`src/rtl/wave_rom_scheduler.sv`:
```
// ---------------------------------------------------------------------------
// wave_rom_scheduler
//
// Shares one 1024x8 waveform ROM between NUM_CH generator channels using a
// round-robin slot scheduler. The ROM holds four 256-entry tables selected by
// rom_addr[9:8] (0 sine, 1 square, 2 sawtooth, 3 triangular). Each channel
// owns a phase accumulator plus wave/step registers. Configuration is written
// into shadow registers and committed at the start of every frame, so all
// reads in one frame use one consistent configuration. Returned ROM data is
// steered back to its channel by a tag pipeline. Once per frame, after the
// last channel's sample lands, the unsigned sum of all channel samples is
// presented on mix_out.
//
// Optional feature (macro WAVE_PHASE_SYNC_EN):
//   Adds input phase_sync. A pulse is latched, and at the next slot-0 issue
//   every phase accumulator is cleared before the address is formed.
//
// Parameters:
//   NUM_CH  - number of channels, 1..8
//   PHASE_W - phase accumulator width (>= 8); the top 8 bits index the table
//   ROM_LAT - ROM read latency in cycles, 1 or 2
//
// Ports:
//   clk, rst      - clock, synchronous active-high reset
//   en            - run enable for the slot scheduler
//   cfg_we        - configuration write strobe
//   cfg_ch        - target channel (writes to cfg_ch >= NUM_CH are ignored)
//   cfg_wave      - wave select written to the shadow register
//   cfg_step      - phase increment written to the shadow register
//   phase_sync    - (WAVE_PHASE_SYNC_EN only) phase realignment request
//   rom_rden      - ROM read enable (registered)
//   rom_addr      - ROM address {wave, phase[PHASE_W-1 -: 8]} (registered)
//   rom_q         - ROM data, valid ROM_LAT cycles after rom_rden is sampled
//   ch_data       - latest sample per channel, channel k in [8k+7:8k]
//   ch_valid      - per-channel 1-cycle pulse when ch_data updates
//   mix_out       - unsigned sum of all ch_data
//   sample_tick   - 1-cycle pulse when mix_out updates
// ---------------------------------------------------------------------------
module wave_rom_scheduler #(
  parameter  int NUM_CH  = 2,
  parameter  int PHASE_W = 16,
  parameter  int ROM_LAT = 1,
  localparam int SLOT_W  = (NUM_CH > 1) ? $clog2(NUM_CH) : 1,
  localparam int MIX_W   = 8 + SLOT_W
) (
  input  logic                clk,
  input  logic                rst,
  input  logic                en,
  input  logic                cfg_we,
  input  logic [2:0]          cfg_ch,
  input  logic [1:0]          cfg_wave,
  input  logic [PHASE_W-1:0]  cfg_step,
`ifdef WAVE_PHASE_SYNC_EN
  input  logic                phase_sync,
`endif
  output logic                rom_rden,
  output logic [9:0]          rom_addr,
  input  logic [7:0]          rom_q,
  output logic [NUM_CH*8-1:0] ch_data,
  output logic [NUM_CH-1:0]   ch_valid,
  output logic [MIX_W-1:0]    mix_out,
  output logic                sample_tick
);

  // Elaboration-time parameter range checks.
  if (NUM_CH < 1 || NUM_CH > 8) begin : g_bad_num_ch
    $error("wave_rom_scheduler: NUM_CH must be in 1..8");
  end
  if (PHASE_W < 8) begin : g_bad_phase_w
    $error("wave_rom_scheduler: PHASE_W must be at least 8");
  end
  if (ROM_LAT < 1 || ROM_LAT > 2) begin : g_bad_rom_lat
    $error("wave_rom_scheduler: ROM_LAT must be 1 or 2");
  end

  // Tag travelling alongside each ROM read so the data can be steered back.
  typedef struct packed {
    logic              valid;
    logic [SLOT_W-1:0] ch;
  } tag_t;

  // Stage 0 is registered together with rom_rden/rom_addr; the remaining
  // ROM_LAT stages cover the ROM latency, giving ROM_LAT+1 cycles from the
  // issue edge to the capture edge.
  localparam int TAG_DEPTH = ROM_LAT + 1;

  // -------------------------------------------------------------------------
  // State
  // -------------------------------------------------------------------------
  logic [SLOT_W-1:0]  slot_q,        slot_d;
  logic [PHASE_W-1:0] phase_q        [NUM_CH];
  logic [PHASE_W-1:0] phase_d        [NUM_CH];
  logic [PHASE_W-1:0] step_q         [NUM_CH];
  logic [PHASE_W-1:0] step_d         [NUM_CH];
  logic [1:0]         wave_q         [NUM_CH];
  logic [1:0]         wave_d         [NUM_CH];
  logic [PHASE_W-1:0] shadow_step_q  [NUM_CH];
  logic [PHASE_W-1:0] shadow_step_d  [NUM_CH];
  logic [1:0]         shadow_wave_q  [NUM_CH];
  logic [1:0]         shadow_wave_d  [NUM_CH];
  logic               rom_rden_q,    rom_rden_d;
  logic [9:0]         rom_addr_q,    rom_addr_d;
  tag_t               tag_q          [TAG_DEPTH];
  tag_t               tag_d          [TAG_DEPTH];
  logic [7:0]         ch_data_q      [NUM_CH];
  logic [7:0]         ch_data_d      [NUM_CH];
  logic [NUM_CH-1:0]  ch_valid_q,    ch_valid_d;
  logic [MIX_W-1:0]   mix_q,         mix_d;
  logic               sample_tick_q, sample_tick_d;
`ifdef WAVE_PHASE_SYNC_EN
  logic               sync_pend_q,   sync_pend_d;
`endif

  logic               frame_start;
  logic [MIX_W-1:0]   mix_sum;
  tag_t               head;

  assign head = tag_q[TAG_DEPTH-1];

  // -------------------------------------------------------------------------
  // Next-state logic
  // -------------------------------------------------------------------------
  always_comb begin
    // NOTE: every *_d is given a default before any conditional assignment,
    // so no path leaves a variable unassigned and no latch is inferred.
    slot_d        = slot_q;
    phase_d       = phase_q;
    step_d        = step_q;
    wave_d        = wave_q;
    shadow_step_d = shadow_step_q;
    shadow_wave_d = shadow_wave_q;
    rom_rden_d    = en;
    rom_addr_d    = rom_addr_q;
    tag_d[0]      = '0;
    for (int i = 1; i < TAG_DEPTH; i++) begin
      tag_d[i] = tag_q[i-1];
    end
    ch_data_d     = ch_data_q;
    ch_valid_d    = '0;
    mix_d         = mix_q;
    sample_tick_d = ch_valid_q[NUM_CH-1];
    mix_sum       = '0;
    frame_start   = en && (slot_q == '0);
`ifdef WAVE_PHASE_SYNC_EN
    sync_pend_d   = sync_pend_q | phase_sync;
`endif

    // Configuration writes land in the shadow registers only.
    for (int k = 0; k < NUM_CH; k++) begin
      if (cfg_we && (cfg_ch == 3'(k))) begin
        shadow_wave_d[k] = cfg_wave;
        shadow_step_d[k] = cfg_step;
      end
    end

    // Frame start: commit the shadow configuration as it stood before this
    // edge. The slot-0 read below already uses the committed values so the
    // whole frame sees one configuration; a write arriving on this same
    // cycle only reaches the shadow and waits for the next frame.
    if (frame_start) begin
      wave_d = shadow_wave_q;
      step_d = shadow_step_q;
`ifdef WAVE_PHASE_SYNC_EN
      if (sync_pend_q || phase_sync) begin
        for (int k = 0; k < NUM_CH; k++) begin
          phase_d[k] = '0;
        end
        sync_pend_d = 1'b0;
      end
`endif
    end

    // Issue: form the address from the pre-increment phase, then advance it.
    if (en) begin
      for (int k = 0; k < NUM_CH; k++) begin
        if (slot_q == SLOT_W'(k)) begin
          rom_addr_d = {wave_d[k], phase_d[k][PHASE_W-1 -: 8]};
          phase_d[k] = phase_d[k] + step_d[k];
        end
      end
      tag_d[0].valid = 1'b1;
      tag_d[0].ch    = slot_q;
      slot_d = (slot_q == SLOT_W'(NUM_CH-1)) ? '0 : slot_q + 1'b1;
    end

    // Capture: the head tag lines up with the data currently on rom_q.
    if (head.valid) begin
      for (int k = 0; k < NUM_CH; k++) begin
        if (head.ch == SLOT_W'(k)) begin
          ch_data_d[k]  = rom_q;
          ch_valid_d[k] = 1'b1;
        end
      end
    end

    // Mix one cycle after the last channel's capture, when ch_data_q already
    // holds the new sample. MIX_W is wide enough that the sum never wraps.
    for (int k = 0; k < NUM_CH; k++) begin
      mix_sum = mix_sum + MIX_W'(ch_data_q[k]);
    end
    if (ch_valid_q[NUM_CH-1]) begin
      mix_d = mix_sum;
    end
  end

  // -------------------------------------------------------------------------
  // Registers
  // -------------------------------------------------------------------------
  always_ff @(posedge clk) begin
    if (rst) begin
      slot_q        <= '0;
      rom_rden_q    <= 1'b0;
      rom_addr_q    <= '0;
      ch_valid_q    <= '0;
      mix_q         <= '0;
      sample_tick_q <= 1'b0;
`ifdef WAVE_PHASE_SYNC_EN
      sync_pend_q   <= 1'b0;
`endif
      // NOTE: these per-channel arrays are small flop banks, not RAM, so they
      // are reset element by element; flushing the tags drops in-flight reads.
      for (int k = 0; k < NUM_CH; k++) begin
        phase_q[k]       <= '0;
        step_q[k]        <= '0;
        wave_q[k]        <= '0;
        shadow_step_q[k] <= '0;
        shadow_wave_q[k] <= '0;
        ch_data_q[k]     <= '0;
      end
      for (int i = 0; i < TAG_DEPTH; i++) begin
        tag_q[i] <= '0;
      end
    end else begin
      slot_q        <= slot_d;
      phase_q       <= phase_d;
      step_q        <= step_d;
      wave_q        <= wave_d;
      shadow_step_q <= shadow_step_d;
      shadow_wave_q <= shadow_wave_d;
      rom_rden_q    <= rom_rden_d;
      rom_addr_q    <= rom_addr_d;
      tag_q         <= tag_d;
      ch_data_q     <= ch_data_d;
      ch_valid_q    <= ch_valid_d;
      mix_q         <= mix_d;
      sample_tick_q <= sample_tick_d;
`ifdef WAVE_PHASE_SYNC_EN
      sync_pend_q   <= sync_pend_d;
`endif
    end
  end

  // -------------------------------------------------------------------------
  // Outputs
  // -------------------------------------------------------------------------
  assign rom_rden    = rom_rden_q;
  assign rom_addr    = rom_addr_q;
  assign ch_valid    = ch_valid_q;
  assign mix_out     = mix_q;
  assign sample_tick = sample_tick_q;

  for (genvar g = 0; g < NUM_CH; g++) begin : g_ch_data
    assign ch_data[8*g +: 8] = ch_data_q[g];
  end

endmodule

```
`config.mk`:
```
export PLATFORM = sky130hd
export DESIGN_NAME = wave_rom_scheduler
export DESIGN_NICKNAME = d
export VERILOG_FILES = /design/src/rtl/wave_rom_scheduler.sv
export SDC_FILE = /design/constraint.sdc
export NUM_CORES = 1
export LEC_CHECK = 0
export ABC_CLOCK_PERIOD_IN_PS = 3700
export CORE_MARGIN = 8
export CORE_UTILIZATION = 45
export DETAILED_ROUTE_END_ITERATION = 7
export GPL_ROUTABILITY_DRIVEN = 1
export GPL_TIMING_DRIVEN = 1
export HOLD_SLACK_MARGIN = 0.12
export PLACE_DENSITY = 0.76
export SYNTH_ARGS = -nofsm -noshare
export SYNTH_HDL_FRONTEND = slang
export SYNTH_SLANG_ARGS = --single-unit
```
`constraint.sdc`:
```
create_clock -name clk -period 3.7 [get_ports clk]
set_input_delay 1.11 -clock clk [delete_from_list [all_inputs] [get_ports clk]]
set_output_delay 1.11 -clock clk [all_outputs]
set_load 0.01 [all_outputs]
```
==> summary.md, run 1 <==
| Metric | Value |
|---|---|
| Outcome | `completed` |
| VDD IR max | `310.2 uV` |
| Max-cap violations | `0` |
| Ratio of cells with drive above 1 in the final layout | `between 15 and 20%` |
| Reg2reg end | `phase_q[15]$_SDFFE_PP0P_` |
| Detailed placement HPWL | `12.76 mm` |
| Core area | `15,030 sq um` |
| Vias | `roughly 6,200` |
| Core Util, Final | `59.23%` |
| Post-synthesis sequential area ratio | `a little over two fifths` |
| Fmax | `305.5 MHz` |
| Clk slew on worst S/H paths | `approximately 0.060 ns` |
| Worst slew pin tran | `0.8192 ns` |
| Die Area | `19,390 sq um` |
| Hold Path Class | `register to register` |
| GR Overflow Total | `0` |
| Filler Cell Count | `1,321` |
| Main synth FF type | `dfxtp_1` |
| Post-route cell area | `just under 9000 sq um` |
| Longest Clk Path Bufs | `2` |
| FF-to-FF setup slack | `approximately 0.87 ns` |
| DRC | `0` |
| Die Y | `139.3 microns` |
| Syn nets | `915` |
| Cts bufs inserted | `17` |
| PwrDens | `400.6 nW/um^2` |
| Critical path's largest stage delay | `0.36 ns` |
| Synthesis-to-layout area growth | `30.23%` |
| Top delay family on crit path | `compound AO/OA/AOI/OAI gates` |
| Critical path cell sequence | `dlymetal6s2s_1, nor2b_4, buf_12, nand2_1, nand2_1, ha_1, fa_2, a21oi_2, o22ai_2, o311a_4, nor3_4, o31ai_4, nor4b_2, a211o_1` |
| Most common cell after layout, fill and taps aside | `nand2_1` |
| Setup ws final | `between 0.4 and 0.5 ns` |
| Ports | `72` |
| Vias in the first global route | `6,138` |
| Nets | `1,052` |
| Area of the multi-input gates | `3730 sq um` |
| Final Total Pwr | `roughly 3.6 mW` |
| Global placer's final weighted congestion | `0.9057` |
| Crit-path slowest cell | `fa_2` |
| Mapped Cells | `839` |
| Placed cell area | `8305 sq um` |
| Initial Utilization | `roughly 45%` |
| Pre-antenna DRT Iters | `4` |
| Final Hold Fails | `0` |
| Crit path capture type | `register` |
| Final setup fails | `0` |
| Ant diodes | `0` |
| Die X | `139.3 microns` |
| CTS tree | `done` |
| Skew final | `0.008054 ns` |
| Worst r2r src | `slot_q$_SDFFE_PP0P_` |
| EDFF count, synth | `0` |
| Routed WL | `17.30 mm` |
| First-pass GRT wire length | `29.40 mm` |
| Slew margin rel. | `45.39%` |
| Critical Path AT | `about 3.7 ns` |
| DR WL/cell | `14.70 microns` |
| Largest net degree at the start of global routing | `81` |
| H-tree depth | `4` |
| Via density | `around 5.2` |
| CP bufs+invs | `2` |
| Crit Path Category | `input pin to register` |
| Synthesized area | `6837 sq um` |
| Tot GR Track Use | `a little under a fifth` |
| Clock latency on the worst-skew pair | `0.42 ns` |
| Worst hold margin | `0.4354 ns` |
| IO buf count | `71` |
| Unrepaired setup endpoints after global routing | `no` |
| Place WS | `-0.4127 ns` |
| Min-delay src | `tag_d[0]$_SDFF_PP0_` |
| Most frequent cells in the layout | `245 x nand2_1, 144 x dfxtp_1, 124 x a21oi_1, 95 x buf_4, 69 x clkdlybuf4s50_1` |
| ANT nets after route | `0` |
| Worst setup path start | `en` |
| Post-synthesis cell type count | `slightly below 70` |
| Sequential cell area | `2883 sq um` |
| Antenna violations before repair | `0` |
| Hold Crit Depth | `1` |
| Clock sinks | `around 140` |
| Synth warn | `0` |
| Period utilisation layout | `roughly nine tenths` |
| FF-to-FF path depth | `11` |
| Hold path endpoint | `head[0]$_SDFF_PP0_` |
| Number of core rows | `45` |
| Req. time, crit path | `4.07 ns` |
| Mapped Avg Cell Area | `8.148 sq um` |
| Root Driver | `clkbuf_16` |
| Leak | `3.734 nW` |
| Seq cells post-synth | `144` |
| Nature of the critical path startpoint | `input pin` |
| CP dominant cell by count | `nand2_1` |
| CP max FO | `16` |
| Max-slew violation count | `0` |
| First DRT Iteration DRCs | `371` |
| Asr flop ratio synth | `0%` |
| Final min period | `3.273 ns` |
registers in the layout, summed over array words and instances (netlist names):
name,cells
rom_addr,10
ch_data,16
mix_out,9
tag_d,1
phase_q,32
slot_q,1
shadow_step_q,32
sample_tick,1
shadow_wave_q,4
rom_rden,1
ch_valid,2
head,2
wave_q,2
step_q,31
cells in the mapped netlist (all sizes together), types with 11 or more instances:
master | number | area share (%)
xnor2 | 17 | 2.2
ha | 40 | 7.3
buf | 12 | 1.0
mux2i | 18 | 2.6
dfxtp | 144 | 42
a21oi | 128 | 9.5
nor2 | 46 | 2.6
o21ai | 11 | 0.81
nand3 | 20 | 1.5
a211oi | 18 | 2.0
nand2 | 246 | 14
clkbuf | 35 | 1.9
cells by family (layout without fill, tap and decap cells):
family	after synthesis	count (layout)	synth area share, %
simple gates	350	350	21.50
compound gates	200	200	18.26
flops	144	144	42.17
buf+inv	56	206	3.514
fa+ha+maj	43	43	8.199
xor+xnor	26	26	3.331
mux	20	20	3.020
worst register-to-register path, cell delays in order, from the launching register on:
cell and delay, ns:
dfxtp_1 0.35, nand2b_2 0.28, buf_4 0.25, nand2_1 0.12, nand2_1 0.07, ha_1 0.28
and2_1 0.21, nand3_1 0.14, a2111oi_2 0.39, nor3_1 0.11, nor3_2 0.20, mux2_4 0.31
final cells by class:
type	count	share of cell area [%]
inverters	8	0.3373
repair buffers	166	16.13
flip-flops and latches	144	32.38
clock inverters	12	1.490
clock buffers	20	5.129
multi-input cells	639	41.89
well taps	188	2.642
power breakdown:
part / internal [mW] / switching, mW / total [mW]
logic: 0.119 / 0.148 / 0.266
clock network: 1.03 / 0.672 / 1.70
registers: 1.58 / 0.0206 / 1.60
total: 2.73 / 0.840 / 3.57
stage by stage:
stage,cells,TNS [ns]
floorplan,839,0
finish,1177,0
CTS,1177,0
global placement,1145,-3.578
global route,1177,0
detailed placement,1145,-3.915
metal layers:
metal	GRT usage, %	up-vias	routed length, microns
met5	0	-	0
met4	5.950	0	332
met3	5.335	18	923
met2	31.23	157	8330
met1	21.71	2856	7712
li1	-	3138	-
what timing repair did:
action	4_1_cts	5_1_grt
setup endpoints to repair	0	6
hold buffers	0	0
resized for setup	0	4
buffers inserted	0	0
hold endpoints to repair	0	0
worst max-delay path by stage:
stage                     slack, ns  cells past startpoint                       end
after detailed placement      -0.41                     14  phase_q[30]$_SDFFE_PP0N_
after global placement        -0.34                     14  phase_q[26]$_SDFFE_PP0N_
final                          0.43                     14  phase_q[30]$_SDFFE_PP0N_
after global routing           0.24                     14  phase_q[30]$_SDFFE_PP0N_
after CTS                      0.02                     14  phase_q[30]$_SDFFE_PP0N_
after floorplan                0.01                     15  phase_q[26]$_SDFFE_PP0N_
Power figures use the tool's default switching activity.
==> run 2, diff against run 1 <==
Settings changed: CORE_UTILIZATION 45 to 47, PLACE_DENSITY 0.76 to 0.79.
==> summary.md, run 2 (synthesis gave the netlist of run 1 again) <==
| Metric | Value |
|---|---|
| Initial Utilization | `47.58% (was 45.48%)` |
| Detailed placement HPWL | `12.74 mm (was 12.76 mm)` |
| Final setup fails | `0 (unchanged)` |
| IO buf count | `71 (unchanged)` |
| Outcome | `completed (unchanged)` |
| Die X | `136.6 microns (was 139.3 microns)` |
| CTS tree | `done (unchanged)` |
| Routed WL | `17.82 mm (was 17.30 mm)` |
| Global placer's final weighted congestion | `0.8629 (was 0.9057)` |
| Top delay family on crit path | `simple AND/OR/NAND/NOR gates (was compound AO/OA/AOI/OAI gates)` |
| Ratio of cells with drive above 1 in the final layout | `15.39% (was 15.37%)` |
| Leak | `3.776 nW (was 3.734 nW)` |
| Flop pwr share | `43.6% (was 44.9%)` |
| Die Area | `18,660 sq um (was 19,390 sq um)` |
| Post-Place Cells | `1,144 (was 1,145)` |
| Reg2reg end | `phase_q[15]$_SDFFE_PP0P_ (unchanged)` |
| DR WL/cell | `15.13 microns (was 14.70 microns)` |
| Skew final | `0.009648 ns (was 0.008054 ns)` |
| Worst slew pin tran | `0.7295 ns (was 0.8192 ns)` |
| Cell count along the critical path | `13 (was 14)` |
| CP max FO | `8 (was 16)` |
| Final min period | `3.386 ns (was 3.273 ns)` |
| Critical path's largest stage delay | `0.40 ns (was 0.36 ns)` |
| Nets | `1,057 (was 1,052)` |
| Final Total Pwr | `3.671 mW (was 3.567 mW)` |
| Sw Share | `22.57% (was 23.55%)` |
| Synthesis-to-layout area growth | `31.20% (was 30.23%)` |
| Root Driver | `clkbuf_16 (unchanged)` |
| Fmax | `295.4 MHz (was 305.5 MHz)` |
| ANT nets after route | `0 (unchanged)` |
| Unrepaired setup endpoints after global routing | `no (unchanged)` |
| Clock latency on the worst-skew pair | `0.43 ns (was 0.42 ns)` |
| Number of core rows | `44 (was 45)` |
| Slew margin rel. | `51.23% (was 45.39%)` |
| Most frequent cells in the layout | `245 x nand2_1, 144 x dfxtp_1, 125 x a21oi_1, 99 x buf_4, 69 x clkdlybuf4s50_1 (was 245 x nand2_1, 144 x dfxtp_1, 124 x a21oi_1, 95 x buf_4, 69 x clkdlybuf4s50_1)` |
| Worst r2r src | `slot_q$_SDFFE_PP0P_ (unchanged)` |
| Largest net degree at the start of global routing | `72 (was 81)` |
| PwrDens | `409.2 nW/um^2 (was 400.6 nW/um^2)` |
| CP bufs+invs | `3 (was 2)` |
| Ant diodes | `0 (unchanged)` |
| Ports | `72 (unchanged)` |
| Core area | `14,370 sq um (was 15,030 sq um)` |
| Filler Cell Count | `1,202 (was 1,321)` |
| H-tree depth | `4 (unchanged)` |
| GR Overflow Total | `0 (unchanged)` |
| # hold bufs at CTS | `0 (unchanged)` |
| Critical path cell sequence | `dlymetal6s2s_1, nor2b_4, buf_4, buf_4, nand2_1, nand2_1, ha_1, and4_4, o21bai_2, a2111oi_4, nor3_1, nor3_2, mux2_4 (was dlymetal6s2s_1, nor2b_4, buf_12, nand2_1, nand2_1, ha_1, fa_2, a21oi_2, o22ai_2, o311a_4, nor3_4, o31ai_4, nor4b_2, a211o_1)` |
| First DRT Iteration DRCs | `358 (was 371)` |
| Req. time, crit path | `4.02 ns (was 4.07 ns)` |
| Nature of the critical path startpoint | `input pin (unchanged)` |
| Setup ws final | `0.3142 ns (was 0.4269 ns)` |
| VDD IR max | `350.9 uV (was 310.2 uV)` |
| Via density | `5.430 (was 5.241)` |
| Cts bufs inserted | `17 (unchanged)` |
| Vias | `6,397 (was 6,169)` |
| FF-to-FF path depth | `12 (was 11)` |
| Clk network pwr share | `49.0% (was 47.7%)` |
| Cell-internal power | `2.842 mW (was 2.727 mW)` |
| Worst Setup EP | `phase_q[15]$_SDFFE_PP0P_ (was phase_q[30]$_SDFFE_PP0N_)` |
| Worst hold margin | `0.4501 ns (was 0.4354 ns)` |
| Crit-path slowest cell | `a2111oi_4 (was fa_2)` |
| Largest regs | `phase_q x32, shadow_step_q x32, step_q x31 (unchanged)` |
| Fin cells | `1,178 (was 1,177)` |
| Crit Path Category | `input pin to register (unchanged)` |
| Die Y | `136.6 microns (was 139.3 microns)` |
| Critical Path AT | `3.70 ns (was 3.65 ns)` |
| Longest Clk Path Bufs | `2 (unchanged)` |
| Tot GR Track Use | `19.65% (was 18.32%)` |
| Core Util, Final | `62.43% (was 59.23%)` |
| Most common cell after layout, fill and taps aside | `nand2_1 (unchanged)` |
| Vias in the first global route | `6,123 (was 6,138)` |
| Max-slew violation count | `0 (unchanged)` |
| Sw power | `828.6 uW (was 840.1 uW)` |
| Hold Path Class | `register to register (unchanged)` |
| Crit path capture type | `register (unchanged)` |
| DRC | `0 (unchanged)` |
| Clk slew on worst S/H paths | `0.06 ns (about the same)` |
| Combinational fraction of design power | `7.3% (was 7.5%)` |
| Worst setup path start | `en (unchanged)` |
| Place WS | `-0.4123 ns (was -0.4127 ns)` |
| FF-to-FF setup slack | `0.74 ns (was 0.87 ns)` |
| First-pass GRT wire length | `29.24 mm (was 29.40 mm)` |
| Clock sinks | `144 (unchanged)` |
| Max-cap violations | `0 (unchanged)` |
| Period utilisation layout | `91.51% (was 88.46%)` |
| Final Hold Fails | `0 (unchanged)` |
| Antenna violations before repair | `0 (unchanged)` |
| Pre-antenna DRT Iters | `5 (was 4)` |
## run 2: metrics by stage
| stage | TNS, ns | cell area [sq um] |
|---|---|---|
| floorplan | 0 | 6838 |
| global placement | -4.071 | 8323 |
| detailed placement | -4.691 | 8323 |
| CTS | 0 | 8949 |
| global route | 0 | 8970 |
| finish | 0 | 8970 |
## run 2: worst register-to-register path, stage by stage (launching register included)
cell       delay (ns)
dfxtp_1          0.36
nand2b_2         0.27
buf_12           0.17
buf_4            0.16
nand2_1          0.08
nand2_1          0.08
ha_1             0.30
and2_1           0.21
nand3_1          0.18
a2111oi_4        0.40
nor3_1           0.11
nor3_2           0.21
mux2_4           0.31
## run 2: worst min-delay path by stage
| stage | from | end | slack, ns | depth (start not counted) |
|---|---|---|---|---|
| finish | tag_d[0]$_SDFF_PP0_ | head[0]$_SDFF_PP0_ | 0.45 | 1 |
| global route | tag_d[0]$_SDFF_PP0_ | head[0]$_SDFF_PP0_ | 0.46 | 1 |
| CTS | tag_d[0]$_SDFF_PP0_ | head[0]$_SDFF_PP0_ | 0.46 | 1 |
| detailed placement | tag_d[0]$_SDFF_PP0_ | head[0]$_SDFF_PP0_ | 0.44 | 1 |
| global placement | tag_d[0]$_SDFF_PP0_ | head[0]$_SDFF_PP0_ | 0.42 | 1 |
| floorplan | tag_d[0]$_SDFF_PP0_ | head[0]$_SDFF_PP0_ | 0.41 | 1 |
## run 2: area by class of cell
cell class	count	area, sq um	area share [%]
timing repair buffer	171	1478	16.47
clock inverter	11	162.7	1.813
inverter	8	30.03	0.3348
multi-input combinational	639	3736	41.65
clock buffer	21	450.4	5.022
sequential	144	2883	32.14
tap	184	230.2	2.567
## run 2: power by group through the flow
stage                     combinational [mW]  clock (mW)  sequential [mW]
after detailed placement               0.265           0             1.63
after CTS                              0.267        1.82             1.60
after global routing                   0.294        1.90             1.60
final                                  0.269        1.80             1.60
after global placement                 0.260           0             1.63
after floorplan                        0.141           0             1.63
## run 2: what timing repair did
action	in CTS	in global routing
setup buffers	0	2
gates cloned	0	0
resized for setup	1	2
pin swaps	0	1
setup endpoints to repair	1	13
## run 2: layer usage
layer / GRT usage [%] / part of all wire [%] / vias up
li1: - / - / 3166
met1: 23.79 / 42 / 2955
met2: 31.60 / 47 / 235
met3: 5.800 / 8.2 / 41
met4: 8.908 / 2.9 / 0
met5: 0 / 0 / -
==> run 3, diff against run 2 <==
==> constraint.sdc (replaced) <==
create_clock -name clk -period 3.7 [get_ports clk]
set_input_delay 0.37 -clock clk [delete_from_list [all_inputs] [get_ports clk]]
set_output_delay 0.37 -clock clk [all_outputs]
set_load 0.01 [all_outputs]
==> summary.md, run 3 (synthesis gave the netlist of run 1 again) <==
| Metric | Value |
|---|---|
| Max-cap violations | `0 (unchanged)` |
| DRC | `0 (unchanged)` |
| Worst hold margin | `0.4437 ns (was 0.4501 ns)` |
| Max-slew violation count | `0 (unchanged)` |
| Final Hold Fails | `0 (unchanged)` |
| Cts bufs inserted | `17 (unchanged)` |
| Area of the multi-input gates | `3724 sq um (was 3736 sq um)` |
| ANT nets after route | `0 (unchanged)` |
| CP bufs+invs | `1 (was 3)` |
| Final setup fails | `0 (unchanged)` |
| Critical path's largest stage delay | `0.54 ns (was 0.40 ns)` |
| Ant diodes | `0 (unchanged)` |
| Req. time, crit path | `4.05 ns (was 4.02 ns)` |
| Vias in the first global route | `5,573 (was 6,123)` |
| Worst r2r src | `slot_q$_SDFFE_PP0P_ (unchanged)` |
| Crit Path Category | `input pin to register (unchanged)` |
| Reg2reg end | `phase_q[26]$_SDFFE_PP0N_ (was phase_q[15]$_SDFFE_PP0P_)` |
| Leak | `3.328 nW (was 3.776 nW)` |
| Largest net degree at the start of global routing | `84 (was 72)` |
| Largest regs | `phase_q x32, shadow_step_q x32, step_q x31 (unchanged)` |
| Ports | `72 (unchanged)` |
| Fin cells | `1,090 (was 1,178)` |
| Post-route cell area | `8298 sq um (was 8970 sq um)` |
| First-pass GRT wire length | `27.18 mm (was 29.24 mm)` |
| Antenna violations before repair | `0 (unchanged)` |
| Cell count along the critical path | `13 (unchanged)` |
| Post_cts resized | `0 (was 1)` |
| H-tree depth | `4 (unchanged)` |
| Synthesis-to-layout area growth | `21.38% (was 31.20%)` |
| Root Driver | `clkbuf_16 (unchanged)` |
| GR Overflow Total | `0 (unchanged)` |
| Worst setup path start | `en (unchanged)` |
| CP max FO | `18 (was 8)` |
| FF-to-FF path depth | `12 (unchanged)` |
| Critical Path AT | `3.43 ns (was 3.70 ns)` |
| Longest Clk Path Bufs | `2 (unchanged)` |
| Detailed placement HPWL | `11.59 mm (was 12.74 mm)` |
| Vias | `5,859 (was 6,397)` |
| Clk slew on worst S/H paths | `0.06 ns (about the same)` |
| Slew margin rel. | `43.20% (was 51.23%)` |
| Clock latency on the worst-skew pair | `0.43 ns (about the same)` |
| PwrDens | `429.3 nW/um^2 (was 409.2 nW/um^2)` |
| Placed cell area | `7702 sq um (was 8323 sq um)` |
| Post-CTS Setup Bufs | `0 (unchanged)` |
| Setup TNS | `0 ns (unchanged)` |
| Final min period | `3.078 ns (was 3.386 ns)` |
| Nature of the critical path startpoint | `input pin (unchanged)` |
| DR WL/cell | `15.02 microns (was 15.13 microns)` |
| Most frequent cells in the layout | `245 x nand2_1, 144 x dfxtp_1, 125 x a21oi_1, 70 x clkdlybuf4s50_1, 45 x nor2_1 (was 245 x nand2_1, 144 x dfxtp_1, 125 x a21oi_1, 99 x buf_4, 69 x clkdlybuf4s50_1)` |
| Worst slew pin tran | `0.8520 ns (was 0.7295 ns)` |
| Pre-antenna DRT Iters | `6 (was 5)` |
| Post-Place Cells | `1,058 (was 1,144)` |
| CTS tree | `done (unchanged)` |
| VDD IR max | `330.0 uV (was 350.9 uV)` |
| Die Area | `18,660 sq um (unchanged)` |
| Die X | `136.6 microns (unchanged)` |
| Clock sinks | `144 (unchanged)` |
| # hold bufs at CTS | `0 (unchanged)` |
| Routed WL | `16.37 mm (was 17.82 mm)` |
| Sequential cell area | `2883 sq um (unchanged)` |
| IO buf count | `71 (unchanged)` |
| Crit path capture type | `register (unchanged)` |
| Top delay family on crit path | `compound AO/OA/AOI/OAI gates (was simple AND/OR/NAND/NOR gates)` |
| Initial Utilization | `47.58% (unchanged)` |
| Core area | `14,370 sq um (unchanged)` |
| Unrepaired setup endpoints after global routing | `no (unchanged)` |
| Tot GR Track Use | `18.20% (was 19.65%)` |
| Number of core rows | `44 (unchanged)` |
| Die Y | `136.6 microns (unchanged)` |
| Crit-path slowest cell | `clkdlybuf4s50_1 (was a2111oi_4)` |
| Filler Cell Count | `1,297 (was 1,202)` |
| Global placer's final weighted congestion | `0.8534 (was 0.8629)` |
| Outcome | `completed (unchanged)` |
| Hold Path Class | `register to register (unchanged)` |
| Fmax | `324.8 MHz (was 295.4 MHz)` |
| FF-to-FF setup slack | `0.65 ns (was 0.74 ns)` |
| Period utilisation layout | `83.20% (was 91.51%)` |
| Critical path cell sequence | `clkdlybuf4s50_1, nand2b_2, nand2_1, nand2_1, ha_1, fa_1, a21oi_1, o22ai_2, o311a_4, nor3_4, nor2_1, xnor2_1, a211oi_1 (was dlymetal6s2s_1, nor2b_4, buf_4, buf_4, nand2_1, nand2_1, ha_1, and4_4, o21bai_2, a2111oi_4, nor3_1, nor3_2, mux2_4)` |
| CP dominant cell by count | `nand2_1` |
| Worst Setup EP | `phase_q[26]$_SDFFE_PP0N_ (was phase_q[15]$_SDFFE_PP0P_)` |
| First DRT Iteration DRCs | `365 (was 358)` |
| Via density | `5.375 (was 5.430)` |
| Skew final | `0.006394 ns (was 0.009648 ns)` |
| Most common cell after layout, fill and taps aside | `nand2_1 (unchanged)` |
| Final Total Pwr | `3.562 mW (was 3.671 mW)` |
| Nets | `969 (was 1,057)` |
| Ratio of cells with drive above 1 in the final layout | `7.506% (was 15.39%)` |
==> run 3: area by class of cell <==
type / count / share of cell area, %
repair buffers: 83 / 10.07
flip-flops and latches: 144 / 34.74
multi-input cells: 639 / 44.87
inverters: 8 / 0.3619
clock inverters: 14 / 1.885
clock buffers: 18 / 5.293
well taps: 184 / 2.774
==> run 3: worst min-delay path by stage <==
stage | endpoint | cells after the start | from
2_1_floorplan | head[0]$_SDFF_PP0_ | 1 | tag_d[0]$_SDFF_PP0_
3_3_place_gp | head[0]$_SDFF_PP0_ | 1 | tag_d[0]$_SDFF_PP0_
3_5_place_dp | head[0]$_SDFF_PP0_ | 1 | tag_d[0]$_SDFF_PP0_
4_1_cts | head[0]$_SDFF_PP0_ | 1 | tag_d[0]$_SDFF_PP0_
5_1_grt | shadow_step_q[13]$_SDFFE_PP0P_ | 2 | shadow_step_q[13]$_SDFFE_PP0P_
6_report | head[0]$_SDFF_PP0_ | 1 | tag_d[0]$_SDFF_PP0_
==> run 3: power by group <==
part	leakage, nW	switching [mW]	internal (mW)	total (mW)
clock network	0.274	0.697	1.02	1.71
registers	1.17	0.0211	1.58	1.60
logic	1.89	0.142	0.104	0.246
==> run 3: through the flow <==
step	util (%)	setup WS, ns
after CTS	57.75	0.5986
after global routing	57.75	0.3884
after global placement	53.61	0.2471
after floorplan	-	0.7158
after detailed placement	53.61	0.1579
final	57.75	0.6215
==> run 3: metal layers <==
metal	GRT usage [%]	vias up	routed length, microns
met3	4.405	24	961
met5	0	-	0
met2	28.52	135	7495
met1	23.56	2709	7613
met4	7.322	0	302
li1	-	2991	-
